==> src/rtl/cmd_assembler_pkg.sv <==
// Shared command layout and FSM encoding for the host command path.
// The field positions are also used by the downstream scheduler.
package cmd_assembler_pkg;

   localparam int WORD_W    = 16;
   localparam int NUM_WORDS = 5;
   localparam int CMD_W     = WORD_W * NUM_WORDS;
   localparam int IDX_W     = 3;

   localparam int TIME_H = 79;
   localparam int TIME_L = 48;
   localparam int DATA_H = 47;
   localparam int DATA_L = 16;
   localparam int ADDR_H = 15;
   localparam int ADDR_L = 0;

   typedef enum logic [1:0] {
      ST_IDLE    = 2'd0,
      ST_COLLECT = 2'd1,
      ST_PUSH    = 2'd2
   } state_e;

   // Bit offset of bus word <idx> inside the assembled command.
   function automatic int word_lsb(input logic [IDX_W-1:0] idx);
      return int'(idx) * WORD_W;
   endfunction

endpackage

==> src/rtl/cmd_assembler_if.sv <==
// Host word stream in, assembled-command FIFO write port out.
// slave = assembler side, master = host/FIFO side.
interface cmd_assembler_if;
   import cmd_assembler_pkg::*;

   logic [WORD_W-1:0] in_data;
   logic              in_valid;
   logic              in_sof;
   logic              in_ready;
   logic [CMD_W-1:0]  cmd_fifo_din;
   logic              cmd_fifo_wr_en;
   logic              cmd_fifo_full;

   modport slave (
      input  in_data, in_valid, in_sof, cmd_fifo_full,
      output in_ready, cmd_fifo_din, cmd_fifo_wr_en
   );

   modport master (
      output in_data, in_valid, in_sof, cmd_fifo_full,
      input  in_ready, cmd_fifo_din, cmd_fifo_wr_en
   );

endinterface

==> src/rtl/cmd_assembler_idle_timer.sv <==
// Idle-cycle counter: load clears it, count advances it; expire flags the
// TIMEOUT_CYCLES-th consecutive counted cycle combinationally. No backpressure.
module idle_timer #(
   parameter int TIMEOUT_CYCLES = 1024
) (
   input  logic clk,
   input  logic rst,
   input  logic load,
   input  logic count,
   output logic expire
);

   localparam int CW = $clog2(TIMEOUT_CYCLES + 1);

   logic [CW-1:0] cnt_q;
   logic [CW-1:0] cnt_d;

   assign expire = count && (cnt_q == CW'(TIMEOUT_CYCLES - 1));

   always_comb begin
      cnt_d = cnt_q;
      if (load || expire) begin
         cnt_d = '0;
      end else if (count) begin
         cnt_d = cnt_q + CW'(1);
      end
   end

   always_ff @(posedge clk) begin
      if (!rst) begin
         cnt_q <= '0;
      end else begin
         cnt_q <= cnt_d;
      end
   end

endmodule

==> src/rtl/cmd_assembler.sv <==
// Packs five 16-bit host words into one 80-bit command; write strobe 1 cycle after w4.
// Backpressure: in_ready drops while a command waits for FIFO space.
module cmd_assembler
   import cmd_assembler_pkg::*;
#(
   parameter int TIMEOUT_CYCLES = 1024,
   parameter int CNT_W          = 16
) (
   input  logic             clk,
   input  logic             rst,
   cmd_assembler_if.slave   bus,
   input  logic             clear_err,
   output logic             err_resync,
   output logic             err_timeout,
   output logic [CNT_W-1:0] cmd_count
);

   state_e             state_q, state_d;
   logic [IDX_W-1:0]   idx_q, idx_d;
   logic [CMD_W-1:0]   din_q, din_d;
   logic [CNT_W-1:0]   cnt_q, cnt_d;
   logic               err_resync_q, err_resync_d;
   logic               err_timeout_q, err_timeout_d;

   logic               in_rdy;
   logic               wr_en;
   logic               xfer;
   logic               expire;
   logic               set_resync;
   logic               set_timeout;

   assign xfer = bus.in_valid && in_rdy;

   // Any transfer, or being outside COLLECT, keeps the idle count at zero.
   idle_timer #(
      .TIMEOUT_CYCLES(TIMEOUT_CYCLES)
   ) u_idle_timer (
      .clk    (clk),
      .rst    (rst),
      .load   (xfer || (state_q != ST_COLLECT)),
      .count  ((state_q == ST_COLLECT) && !xfer),
      .expire (expire)
   );

   always_ff @(posedge clk) begin
      if (!rst) begin
         state_q       <= ST_IDLE;
         idx_q         <= '0;
         din_q         <= '0;
         cnt_q         <= '0;
         err_resync_q  <= 1'b0;
         err_timeout_q <= 1'b0;
      end else begin
         state_q       <= state_d;
         idx_q         <= idx_d;
         din_q         <= din_d;
         cnt_q         <= cnt_d;
         err_resync_q  <= err_resync_d;
         err_timeout_q <= err_timeout_d;
      end
   end

   always_comb begin
      state_d     = state_q;
      idx_d       = idx_q;
      din_d       = din_q;
      cnt_d       = cnt_q;
      set_resync  = 1'b0;
      set_timeout = 1'b0;
      case (state_q)
         ST_IDLE: begin
            if (xfer && bus.in_sof) begin
               din_d[ADDR_H:ADDR_L] = bus.in_data;
               idx_d                = IDX_W'(1);
               state_d              = ST_COLLECT;
            end else if (xfer) begin
               set_resync = 1'b1;
            end
         end
         ST_COLLECT: begin
            // A new sof always restarts framing, even on the expiry cycle.
            if (xfer && bus.in_sof) begin
               din_d[ADDR_H:ADDR_L] = bus.in_data;
               idx_d                = IDX_W'(1);
               set_resync           = 1'b1;
            end else if (xfer) begin
               din_d[word_lsb(idx_q) +: WORD_W] = bus.in_data;
               idx_d                            = idx_q + IDX_W'(1);
               if (idx_q == IDX_W'(NUM_WORDS - 1)) begin
                  idx_d   = '0;
                  state_d = ST_PUSH;
               end
            end else if (expire) begin
               idx_d       = '0;
               state_d     = ST_IDLE;
               set_timeout = 1'b1;
            end
         end
         ST_PUSH: begin
            if (wr_en) begin
               cnt_d   = cnt_q + CNT_W'(1);
               state_d = ST_IDLE;
            end
         end
         default: begin
            idx_d   = '0;
            state_d = ST_IDLE;
         end
      endcase
      err_resync_d  = set_resync  || (err_resync_q  && !clear_err);
      err_timeout_d = set_timeout || (err_timeout_q && !clear_err);
   end

   always_comb begin
      in_rdy = (state_q != ST_PUSH);
      wr_en  = (state_q == ST_PUSH) && !bus.cmd_fifo_full;
   end

   assign bus.in_ready       = in_rdy;
   assign bus.cmd_fifo_wr_en = wr_en;
   assign bus.cmd_fifo_din   = din_q;
   assign err_resync         = err_resync_q;
   assign err_timeout        = err_timeout_q;
   assign cmd_count          = cnt_q;

endmodule

==> src/flat_wrapper.sv <==
// flat-port wrapper written by rule: the top's interface ports become plain ports
module cmd_assembler_flat import cmd_assembler_pkg::*;
#(
   parameter int TIMEOUT_CYCLES = 1024,
   parameter int CNT_W          = 16
)
  (clk, rst, clear_err, err_resync, err_timeout, cmd_count, bus_in_data, bus_in_valid, bus_in_sof, bus_cmd_fifo_full, bus_in_ready, bus_cmd_fifo_din, bus_cmd_fifo_wr_en);
  cmd_assembler_if bus_i ();
  input  logic clk;
  input  logic rst;
  input  logic clear_err;
  output logic err_resync;
  output logic err_timeout;
  output logic [CNT_W-1:0] cmd_count;
  input wire logic [$bits(bus_i.in_data)-1:0] bus_in_data;
  input wire logic [$bits(bus_i.in_valid)-1:0] bus_in_valid;
  input wire logic [$bits(bus_i.in_sof)-1:0] bus_in_sof;
  input wire logic [$bits(bus_i.cmd_fifo_full)-1:0] bus_cmd_fifo_full;
  output wire logic [$bits(bus_i.in_ready)-1:0] bus_in_ready;
  output wire logic [$bits(bus_i.cmd_fifo_din)-1:0] bus_cmd_fifo_din;
  output wire logic [$bits(bus_i.cmd_fifo_wr_en)-1:0] bus_cmd_fifo_wr_en;
  assign bus_i.in_data = bus_in_data;
  assign bus_i.in_valid = bus_in_valid;
  assign bus_i.in_sof = bus_in_sof;
  assign bus_i.cmd_fifo_full = bus_cmd_fifo_full;
  assign bus_in_ready = bus_i.in_ready;
  assign bus_cmd_fifo_din = bus_i.cmd_fifo_din;
  assign bus_cmd_fifo_wr_en = bus_i.cmd_fifo_wr_en;
  cmd_assembler #(.TIMEOUT_CYCLES(TIMEOUT_CYCLES), .CNT_W(CNT_W)) u_core (.clk(clk), .rst(rst), .bus(bus_i), .clear_err(clear_err), .err_resync(err_resync), .err_timeout(err_timeout), .cmd_count(cmd_count));
endmodule
==> config.mk <==
export PLATFORM = sky130hd
export DESIGN_NAME = cmd_assembler_flat
export DESIGN_NICKNAME = d
export VERILOG_FILES = /design/src/rtl/cmd_assembler_pkg.sv /design/src/rtl/cmd_assembler_if.sv /design/src/rtl/cmd_assembler_idle_timer.sv /design/src/rtl/cmd_assembler.sv /design/src/flat_wrapper.sv
export SDC_FILE = /design/constraint.sdc
export NUM_CORES = 1
export LEC_CHECK = 0
export CORE_MARGIN = 3
export CORE_UTILIZATION = 50
export DETAILED_ROUTE_END_ITERATION = 10
export DONT_BUFFER_PORTS = 1
export GPL_TIMING_DRIVEN = 1
export PLACE_DENSITY_LB_ADDON = 0.08
export SLEW_MARGIN = 30
export SYNTH_ARGS = -nofsm -noshare
export SYNTH_HDL_FRONTEND = slang
export SYNTH_HIERARCHICAL = 1
export SYNTH_SLANG_ARGS = --single-unit
==> constraint.sdc <==
create_clock -name clk -period 2.9 [get_ports clk]
set_input_delay 0.58 -clock clk [delete_from_list [all_inputs] [get_ports clk]]
set_output_delay 0.58 -clock clk [all_outputs]
set_load 0.1 [all_outputs]
* Word level (Yosys, flattened, before mapping)
Cells that the tools add are included. W data, S select, Z words.
Storage, ports and cells: logic and storage cells 78, output and inout bits 100, register bits 114, input port bits 22
Operators by class: shifts and indexed selects 2, multiplexer cells 26, bitwise logic cells 3, $add $sub $neg 4, reduce and logical (&&, ||, !) cells 22, eq/ne operators 13
Operators with widths (number):
- $bwmux W80 | 1
- $shift A16 B33 Y80 const A | 1
- $shiftx A16 B33 Y80 | 1
- $mux W16 | 3
- $neg A7 Y33 | 1
- $pmux W16 S2 | 1
- $add A16 B1 Y16 const B | 1
- $mux W3 | 5
- $mux W2 | 6
- $add A11 B1 Y11 const B | 1
- $eq A11 B10 Y1 const B | 1
- $pmux W3 S3 | 1
- $reduce_and A3 Y1 | 3
- $logic_and A1 B1 Y1 | 7
- $mux W1 | 7
- $ne A2 B2 Y1 const B | 3
- $ne A3 B2 Y1 const B | 2
- $pmux W2 S3 | 1
- $reduce_and A5 Y1 | 1
- $logic_or A1 B1 Y1 | 4
- $ne A2 B1 Y1 const B | 2
- $ne A4 B3 Y1 const B | 1
- $add A3 B1 Y3 const B | 1
- $eq A3 B3 Y1 const B | 1
- 10 further kinds | 14

* Longest topological paths before layout
Gate-level depths: netlist of run 1.
word-level depth 10, mapped depth 11, mapped depth without buffers 8

* Modules after synthesis
Netlist of run 1, hierarchy kept.
Modules (own cells, without submodules):
- cmd_assembler | times used 1, sequential area each 2062.0 sq um, cells an instance 491, area an instance 4191.5 sq um
- idle_timer | times used 1, sequential area each 220.2 sq um, cells an instance 56, area an instance 526.8 sq um

* Worst setup path after synthesis of run 1
OpenSTA, ideal clock, no wires.
path type flip-flop to flip-flop, start point reg u_core.cnt_q[3] (netlist: u_core/cmd_count[3]), end point reg u_core.cnt_q[14] (netlist: u_core/cmd_count[14]), stages on the path, launching flop included 6, slack 0.309 ns, setup time 0.070 ns, arrival time 2.521 ns, clock period less this slack 2.591 ns, path buffers 1, required time 2.830 ns, path through dfxtp_1 nand4_1 or3_1 clkbuf_1 or4_1 a21oi_1
On the way: longest elaborated chain between the ends 1
Ends and longest elaborated chain:
- from (decl) | RTL line cmd_assembler.sv:21 | logic [CNT_W-1:0] cnt_q, cnt_d;
- from (signal assigned) | RTL line cmd_assembler.sv:57 | cnt_q <= cnt_d;
- $add A16 B1 Y16 | RTL line cmd_assembler.sv:101 | cnt_d = cnt_q + CNT_W'(1);
Every way passes these cells. A chain may end at the register's enable or synchronous reset.

* Final worst setup path of run 1
start point reg u_core.state_q[1], end point out bus_cmd_fifo_wr_en
On the way: longest elaborated chain between the ends 2
Ends and longest elaborated chain:
- from (decl) | RTL line cmd_assembler.sv:18 | state_e state_q, state_d;
- from (signal assigned) | RTL line cmd_assembler.sv:54 | state_q <= state_d;
- $eq A2 B2 Y1 | RTL line cmd_assembler.sv:116 | wr_en = (state_q == ST_PUSH) && !bus.cmd_fifo_full;
- $logic_and A1 B1 Y1 | RTL line cmd_assembler.sv:116
- to (decl) | RTL line flat_wrapper.sv:21 | output wire logic [$bits(bus_i.cmd_fifo_wr_en)-1:0] bus_cmd_fifo_wr_en;
Every way passes these cells.

==> results.md, run 1 <==
- Antenna Nets Post-Route: 0
- Final net count: 589
- Minimum clock period: 2.51 ns
- Max Root-Sink Buffers: 2
- Crit path max fanout: 10
- Worst path arrival time: 1.93 ns
- Port bufs: 0
- Reg clk slew, reported paths: 0.06 ns
- Critical path required time: 2.32 ns
- Row Count: 34
- Fin Setup TNS: 0 ns
- Pwr per Cell Area: 701 nW/um2
- Final WL: 11.9 mm
- Clk_lat worst skew: 0.50 ns
- GRT overflow: 0
- P_leak: 1.97 nW
- Fin cells: 679
- Setup Fix Bufs, Post-CTS: 0
- Final worst slack: 0.390 ns
- Final setup skew: 0.00672 ns
- Synth cell types: 46
- Outcome: complete, no violations
- Total GRT Usage: 22.6%
- Largest net degree at the start of global routing: 87
- Drt wl/cell: 17.5 um
- Die footprint: 10,600 um2
- First-pass GRT wire length: 18.4 mm
- Die W: 103 um
- Post-synth EDFFs: 0
- CTS tree: done
- Synth Cell Area: 4720 um2
- Synth Warn #: 6
- Residual DRC count: 0
- PnR Total Power: 3.88 mW
- Total core area: 8930 um2
- Sequential cell area: 2290 um2
- Vias in the first global route: 3,558
- Cells after Synth: 547
- Max cap viols: 0
- Via/cell ratio: 5.61
- Hold_buf cts: 0
- Post-synthesis sequential area ratio: 48.4%
- CTS resizes: 0
- Fin area: 5540 um2
- Worst slack, placed: 0.584 ns
- Critical Path End Type: primary output
- Die Ht: 103 um
- H-tree levels: 4
- Crit share post-route: 86.6%
- VDD IR max: 0.000349 V
- Core Util, Final: 62.0%
- Placed Area: 4930 um2
- Hold crit path type: in2reg
- Fmax: 398 MHz
- Clock Sinks: 114
- Flip-flop and latch count after synthesis: 114
- Via Count: 3,810
- Dpl cells: 647
- Final HPWL DP: 8.11 mm
- Ports: 122
- Inserted Diodes: 0
- Async set-reset flop share out of synthesis: 0%
- Layout cells sized above 1: 13.0%
- Initial Util: 52.8%
- Setup violations, final: 0
- DRT Pass-1 Iters: 5
- Iteration-0 DRC Markers: 156
- Syn nets: 578
- Area of the multi-input gates: 2250 um2
- RSZ-0062 raised after global routing: no
- # fillers: 793
- Average cell area after synthesis: 8.63 um2
- Endpoints failing hold: 0
- CP Launch Type: flip-flop
- Top FF cell, synth: dfxtp_1
- Pins Over Slew Limit: 0
- Gpl congestion: 0.761
- Inserted Clock Buffers: 17
- Area grow syn2layout: 17.4%
- Slew of the pin with the lowest slew margin: 1.04 ns
- Clock Tree Root: clkbuf_8
- Initial antenna violation count: 0
- Relative slew slack: 30.4%
- Crit Path Class: reg2out
- Worst-case hold slack: 0.213 ns
cell families after synthesis:
logic type | share of synthesized area, %
AO/OA/AOI/OAI | 9.71
AND/OR/NAND/NOR | 24.9
flip-flops | 48.4
multiplexers | 7.00
buffers and inverters | 4.67
XOR/XNOR | 2.97
adder cells (fa/ha/maj) | 2.39
registers in the layout (all words and copies together) (netlist names):
name	count
u_core/u_idle_timer/cnt_q	11
u_core/idx_q	3
u_core/bus.cmd_fifo_din	80
u_core/err_resync	1
u_core/err_timeout	1
u_core/cmd_count	16
u_core/state_q	2
critical path: stages (launching register included):
cell	delay [ns]
dfxtp_1	0.48
or3b_1	0.54
inv_1	0.11
buf_4	0.30
cell type report:
class	count	area share, %
multi-input combinational	383	40.6
clock buffer	18	7.72
tap	108	2.44
sequential	114	41.3
timing repair buffer	28	3.79
inverter	14	0.949
clock inverter	14	3.25
placed cells by master, fill, tap and decap left out, types with 2 or more instances in the layout:
master,netlist,final
a21oi_1,11,11
o21ai_0,55,55
nor2b_1,5,5
nand4_1,5,5
nor2_1,35,34
a211oi_1,4,4
and3_1,4,4
nor3_1,14,11
buf_4,4,28
nor4_1,5,5
clkbuf_8,0,2
inv_1,14,14
nor3_2,0,3
or4_1,4,4
nor3b_1,2,2
inv_6,0,3
ha_1,9,9
nand2_1,91,91
clkinv_4,0,3
dfxtp_1,114,111
o31ai_1,6,6
clkinvlp_4,0,5
dfxtp_2,0,3
or3_1,5,5
bufinv_16,0,3
nand3_1,55,55
xor2_1,9,9
clkbuf_16,0,16
xnor2_1,7,7
mux2i_1,33,33
nand2b_1,4,4
metal layers:
| metal | vias to the layer above | GRT usage [%] | share of wire [%] |
|---|---|---|---|
| met3 | 5 | 9.20 | 9.3 |
| li1 | 1913 | - | - |
| met2 | 104 | 35.0 | 48 |
| met1 | 1788 | 28.9 | 42 |
| met4 | 0 | 7.17 | 0.52 |
| met5 | - | 0 | 0 |
where the power goes:
group	leakage (nW)	switching, mW	internal, mW
registers	0.922	0.117	1.58
clock network	0.281	0.755	1.34
logic	0.772	0.0476	0.0360
total	1.97	0.920	2.96
Yosys cell counts, types with 2 or more instances:
| cell | instances | area, um2 |
|---|---|---|
| nor4bb_1 | 2 | 20.0 |
| nor3_1 | 14 | 70.1 |
| nor4_1 | 5 | 31.3 |
| nand4_1 | 5 | 31.3 |
| xor2_1 | 9 | 78.8 |
| a211oi_1 | 4 | 30.0 |
| o21ai_0 | 55 | 275 |
| o31ai_1 | 6 | 45.0 |
| nand2b_1 | 4 | 25.0 |
| nor2b_1 | 5 | 31.3 |
| buf_4 | 4 | 30.0 |
| buf_6 | 2 | 22.5 |
| mux2i_1 | 33 | 330 |
| inv_1 | 14 | 52.6 |
| buf_2 | 2 | 10.0 |
| ha_1 | 9 | 113 |
| nor2_1 | 35 | 131 |
| nand2_1 | 91 | 342 |
| nor3b_1 | 2 | 15.0 |
| clkbuf_1 | 27 | 101 |
| xnor2_1 | 7 | 61.3 |
| or3_1 | 5 | 31.3 |
| a21oi_1 | 11 | 55.1 |
| nand3_1 | 55 | 275 |
| and3_1 | 4 | 25.0 |
| dfxtp_1 | 114 | 2280 |
| or4_1 | 4 | 30.0 |
final timing paths:
path | from | end | depth (start not counted) | slack [ns]
max | u_core/state_q[1] | bus_cmd_fifo_wr_en | 3 | 0.39
min | bus_in_data[11] | u_core/bus.cmd_fifo_din[43] | 2 | 0.21
max reg2reg | u_core/state_q[0] | u_core/idx_q[1] | 8 | 0.57
min reg2reg | u_core/u_idle_timer/cnt_q[10] | u_core/u_idle_timer/cnt_q[10] | 1 | 0.47
No activity file was read; power rests on OpenSTA's default activity.
==> run 2, diff against run 1 <==
--- a/config.mk
+++ b/config.mk
@@ -7,6 +7,7 @@
 export LEC_CHECK = 0
 export CORE_MARGIN = 3
 export CORE_UTILIZATION = 50
+export CTS_BUF_LIST = sky130_fd_sc_hd__clkbuf_4 sky130_fd_sc_hd__clkbuf_8
 export DETAILED_ROUTE_END_ITERATION = 10
 export DONT_BUFFER_PORTS = 1
 export GPL_TIMING_DRIVEN = 1
==> results.md, run 2 (synthesized netlist as in run 1, its figures left out) <==
- Final setup skew: 0.0112 ns (was 0.00672 ns)
- # fillers: 819 (was 793)
- P_leak: 1.89 nW (was 1.97 nW)
- Die W: 103 um (unchanged)
- Clock Tree Root: clkbuf_8 (unchanged)
- Outcome: complete, no violations (unchanged)
- Critical Path End Type: primary output (unchanged)
- Ports: 122 (unchanged)
- Inserted Clock Buffers: 17 (unchanged)
- VDD IR max: 0.000309 V (was 0.000349 V)
- Total GRT Usage: 22.5% (was 22.6%)
- Hold_buf cts: 0 (unchanged)
- Setup Fix Bufs, Post-CTS: 0 (unchanged)
- Clk_lat worst skew: 0.42 ns (was 0.50 ns)
- Via Count: 3,813 (was 3,810)
- Area grow syn2layout: 13.6% (was 17.4%)
- Largest net degree at the start of global routing: 87 (unchanged)
- Fmax: 413 MHz (was 398 MHz)
- Endpoints failing hold: 0 (unchanged)
- Antenna Nets Post-Route: 0 (unchanged)
- Relative slew slack: 30.0% (was 30.4%)
- Vias in the first global route: 3,542 (was 3,558)
- Fin Setup TNS: 0 ns (unchanged)
- Critical path required time: 2.32 ns (about the same)
- Pwr per Cell Area: 625 nW/um2 (was 701 nW/um2)
- Via/cell ratio: 5.62 (was 5.61)
- Final net count: 589 (unchanged)
- Port bufs: 0 (unchanged)
- Crit path max fanout: 10 (unchanged)
- Layout cells sized above 1: 13.0% (unchanged)
- Clock Sinks: 114 (unchanged)
- Inserted Diodes: 0 (unchanged)
- CTS resizes: 0 (unchanged)
- Critical path, cell by cell: or3b_1, inv_1, buf_4 (unchanged)
- Crit share post-route: 83.5% (was 86.6%)
- Row Count: 34 (unchanged)
- DRT Pass-1 Iters: 4 (was 5)
- Initial Util: 52.8% (unchanged)
- Slowest cell on crit path: or3b_1 (unchanged)
- Worst-case hold slack: 0.291 ns (was 0.213 ns)
- Setup violations, final: 0 (unchanged)
- Final WL: 11.8 mm (was 11.9 mm)
- CP max stage delay: 0.54 ns (about the same)
- Minimum clock period: 2.42 ns (was 2.51 ns)
- Max Root-Sink Buffers: 2 (unchanged)
- Drt wl/cell: 17.4 um (was 17.5 um)
- Hold crit path type: in2reg (unchanged)
- Commonest non-fill, non-tap cell in the layout: dfxtp_1 (unchanged)
- GRT overflow: 0 (unchanged)
- Total core area: 8930 um2 (unchanged)
- First-pass GRT wire length: 18.3 mm (was 18.4 mm)
- Initial antenna violation count: 0 (unchanged)
- Worst path arrival time: 1.84 ns (was 1.93 ns)
- Die footprint: 10,600 um2 (unchanged)
- Die Ht: 103 um (unchanged)
- Largest register FFs: 80 (unchanged)
- RSZ-0062 raised after global routing: no (unchanged)
- Gpl congestion: 0.761 (unchanged)
- Max cap viols: 0 (unchanged)
- Slew of the pin with the lowest slew margin: 1.05 ns (was 1.04 ns)
- H-tree levels: 4 (unchanged)
- Pins Over Slew Limit: 0 (unchanged)
- Iteration-0 DRC Markers: 179 (was 156)
- Crit Path Class: reg2out (unchanged)
- Most frequent cells in the layout: 111 x dfxtp_1, 91 x nand2_1, 55 x o21ai_0, 55 x nand3_1, 34 x nor2_1 (unchanged)
- Final HPWL DP: 8.11 mm (unchanged)
- Residual DRC count: 0 (unchanged)
- Reg clk slew, reported paths: 0.08 ns (was 0.06 ns)
- CP Launch Type: flip-flop (unchanged)
- CTS tree: done (unchanged)
## run 2: cell type report
cell class                 instances  area [um2]  area share (%)
multi-input combinational        383        2250            41.9
timing repair buffer              28         210            3.92
clock inverter                    14         180            3.36
clock buffer                      18         248            4.62
inverter                          14        52.6           0.980
sequential                       114        2290            42.6
tap                              108         135            2.52
## run 2: worst paths after layout
kind | start | endpoint | slack (ns) | cells past startpoint
worst max register to register | u_core/idx_q[0] | u_core/bus.cmd_fifo_din[2] | 0.56 | 8
worst min register to register | u_core/u_idle_timer/cnt_q[10] | u_core/u_idle_timer/cnt_q[10] | 0.48 | 1
worst max-delay path | u_core/state_q[1] | bus_cmd_fifo_wr_en | 0.48 | 3
worst min-delay path | bus_in_data[3] | u_core/bus.cmd_fifo_din[19] | 0.29 | 2
## run 2: where the power goes
group	internal (mW)	switching, mW	leakage (nW)
clock network	0.884	0.685	0.199
registers	1.58	0.117	0.922
logic	0.0360	0.0476	0.772
total	2.50	0.850	1.89
## run 2: per-stage QoR
stage | cells | setup slack [ns] | utilization, % | total power [mW] | area [um2]
6_report | 679 | 0.477 | 60.0 | 3.35 | 5360
5_1_grt | 679 | 0.342 | 60.0 | 3.47 | 5360
4_1_cts | 679 | 0.471 | 60.0 | 3.38 | 5360
3_5_place_dp | 647 | 0.584 | 55.2 | 1.82 | 4930
3_3_place_gp | 647 | 0.582 | 55.2 | 1.82 | 4930
2_1_floorplan | 547 | 0.309 | - | 1.81 | 4720
## run 2: critical path: cells and delay by family, from the launching register on
kind	cells	cell delay [ns]
and+or+nand+nor	1	0.54
DFF	1	0.48
buffers and inverters	2	0.41
## run 2: metal layers
layer	part of all wire, %	vias up	track usage, %
met2	47	111	34.6
met5	0	-	0
met3	9.2	9	9.40
met1	43	1783	28.9
met4	0.80	0	6.87
li1	-	1910	-
==> run 3, diff against run 2 <==
==> constraint.sdc (replaced) <==
create_clock -name clk -period 2.1 [get_ports clk]
set_input_delay 0.42 -clock clk [delete_from_list [all_inputs] [get_ports clk]]
set_output_delay 0.42 -clock clk [all_outputs]
set_load 0.1 [all_outputs]
==> results.md, run 3 (synthesized netlist as in run 1, its figures left out) <==
- Inserted Diodes: 0 (unchanged)
- Antenna Nets Post-Route: 0 (unchanged)
- Die footprint: 10,600 um2 (unchanged)
- Largest register FFs: 80 (unchanged)
- Commonest non-fill, non-tap cell in the layout: buf_4 (was dfxtp_1)
- Relative slew slack: 58.5% (was 30.0%)
- Clock Tree Root: clkbuf_8 (unchanged)
- Via/cell ratio: 5.50 (was 5.62)
- Crit Path Class: reg2out (unchanged)
- Clock Sinks: 114 (unchanged)
- Hold_buf cts: 0 (unchanged)
- Via Count: 4,241 (was 3,813)
- Critical path required time: 1.68 ns (was 2.32 ns)
- CP Launch Type: flip-flop (unchanged)
- DRT Pass-1 Iters: 5 (was 4)
- CTS tree: done (unchanged)
- Residual DRC count: 0 (unchanged)
- P_leak: 2.44 nW (was 1.89 nW)
- Setup violations, final: 0 (unchanged)
- Inserted Clock Buffers: 17 (unchanged)
- Hold crit path type: in2reg (unchanged)
- VDD IR max: 0.000702 V (was 0.000309 V)
- Total GRT Usage: 24.5% (was 22.5%)
- Initial antenna violation count: 0 (unchanged)
- Outcome: complete, no violations (unchanged)
- Crit path max fanout: 9 (was 10)
- Ports: 122 (unchanged)
- Pwr per Cell Area: 790 nW/um2 (was 625 nW/um2)
- Final net count: 681 (was 589)
- Row Count: 34 (unchanged)
- Gpl congestion: 0.881 (was 0.761)
- Endpoints failing hold: 0 (unchanged)
- First-pass GRT wire length: 20.0 mm (was 18.3 mm)
- Final worst slack: 0.0662 ns (was 0.477 ns)
- Vias in the first global route: 3,964 (was 3,542)
- Worst path arrival time: 1.61 ns (was 1.84 ns)
- Final WL: 12.8 mm (was 11.8 mm)
- Worst slack, placed: 0.0541 ns (was 0.584 ns)
- Port bufs: 0 (unchanged)
- # fillers: 749 (was 819)
- Most frequent cells in the layout: 114 x buf_4, 99 x dfxtp_1, 91 x nand2_1 (was 111 x dfxtp_1, 91 x nand2_1, 55 x o21ai_0, 55 x nand3_1, 34 x nor2_1)
- GRT overflow: 0 (unchanged)
- Slew of the pin with the lowest slew margin: 0.622 ns (was 1.05 ns)
- Drt wl/cell: 16.6 um (was 17.4 um)
- Reg clk slew, reported paths: 0.08 ns (about the same)
- Initial Util: 52.8% (unchanged)
- Minimum clock period: 2.03 ns
- Iteration-0 DRC Markers: 197 (was 179)
- Die Ht: 103 um (unchanged)
- H-tree levels: 4 (unchanged)
- Max Root-Sink Buffers: 2 (unchanged)
- Total core area: 8930 um2 (unchanged)
- Worst-case hold slack: 0.118 ns (was 0.291 ns)
- Clk_lat worst skew: 0.43 ns (was 0.42 ns)
- Area grow syn2layout: 31.3% (was 13.6%)
- Fmax: 492 MHz
- Max cap viols: 0 (unchanged)
- Final setup skew: 0.0130 ns (was 0.0112 ns)
- Critical Path End Type: primary output (unchanged)
- Layout cells sized above 1: 27.9% (was 13.0%)
- Pins Over Slew Limit: 0 (unchanged)
- Crit share post-route: 96.8%
- Largest net degree at the start of global routing: 87 (unchanged)
- Die W: 103 um (unchanged)
- Final HPWL DP: 8.87 mm (was 8.11 mm)
==> run 3: cell count changes in the layout (fill, tap and decap cells not counted), moves of 2 or more <==
cell / change
buf_4: +86
dfxtp_1: -12
dfxtp_2: +8
buf_6: +5
dfxtp_4: +4
clkinvlp_4: -3
bufinv_16: +2
nor4_1: -2
==> run 3: final timing paths <==
path | startpoint | endpoint | slack [ns] | cells after the start
min | bus_in_data[7] | u_core/bus.cmd_fifo_din[39] | 0.12 | 2
max reg2reg | u_core/idx_q[0] | u_core/bus.cmd_fifo_din[79] | 0.08 | 8
max | u_core/state_q[0] | bus_cmd_fifo_wr_en | 0.07 | 5
min reg2reg | u_core/bus.cmd_fifo_din[14] | u_core/bus.cmd_fifo_din[14] | 0.46 | 2
==> run 3: cell type report <==
cell class                      count  area [um2]  area share (%)
Timing Repair Buffer              120         932            15.0
Clock buffer                       17         234            3.78
Multi-Input combinational cell    383        2300            37.2
Clock inverter                     15         229            3.70
Sequential cell                   114        2310            37.3
Tap cell                          108         135            2.18
Inverter                           14        52.6           0.848
==> run 3: worst max-delay path: stages, from the launching register on <==
cell	delay, ns
dfxtp_2	0.33
buf_6	0.13
or3b_4	0.38
buf_6	0.13
inv_2	0.06
buf_12	0.17
==> run 3: per-layer routing <==
metal	part of all wire, %	GRT usage (%)	up-vias	routed length, um
li1	-	-	2096	-
met1	42	30.4	1977	5360
met2	48	39.1	145	6160
met3	8.5	9.34	23	1090
met4	1.8	8.57	0	228
met5	0	0	-	0
==> run 3: through the flow <==
step,setup TNS (ns),area [um2],power [mW],std cells,utilization (%)
floorplan,0,4770,2.50,547,-
detailed placement,0,5660,2.54,738,63.4
finish,0,6200,4.90,771,69.4
global route,-0.134,6200,5.05,771,69.4
global placement,0,5660,2.53,738,63.4
CTS,0,6140,4.92,771,68.8
==> run 3: repair_timing <==
item	CTS	global route
setup buffers	1	0
pin swaps	0	1
gates cloned	0	0
endpoints found under the setup margin	1	28
resized for setup	5	9
==> run 3: power by group <==
group	leakage [nW]	switching (mW)	total (mW)	internal, mW
Sequential	0.929	0.00945	2.19	2.18
Clock	0.228	0.962	2.39	1.43
Combinational	1.28	0.229	0.317	0.0876
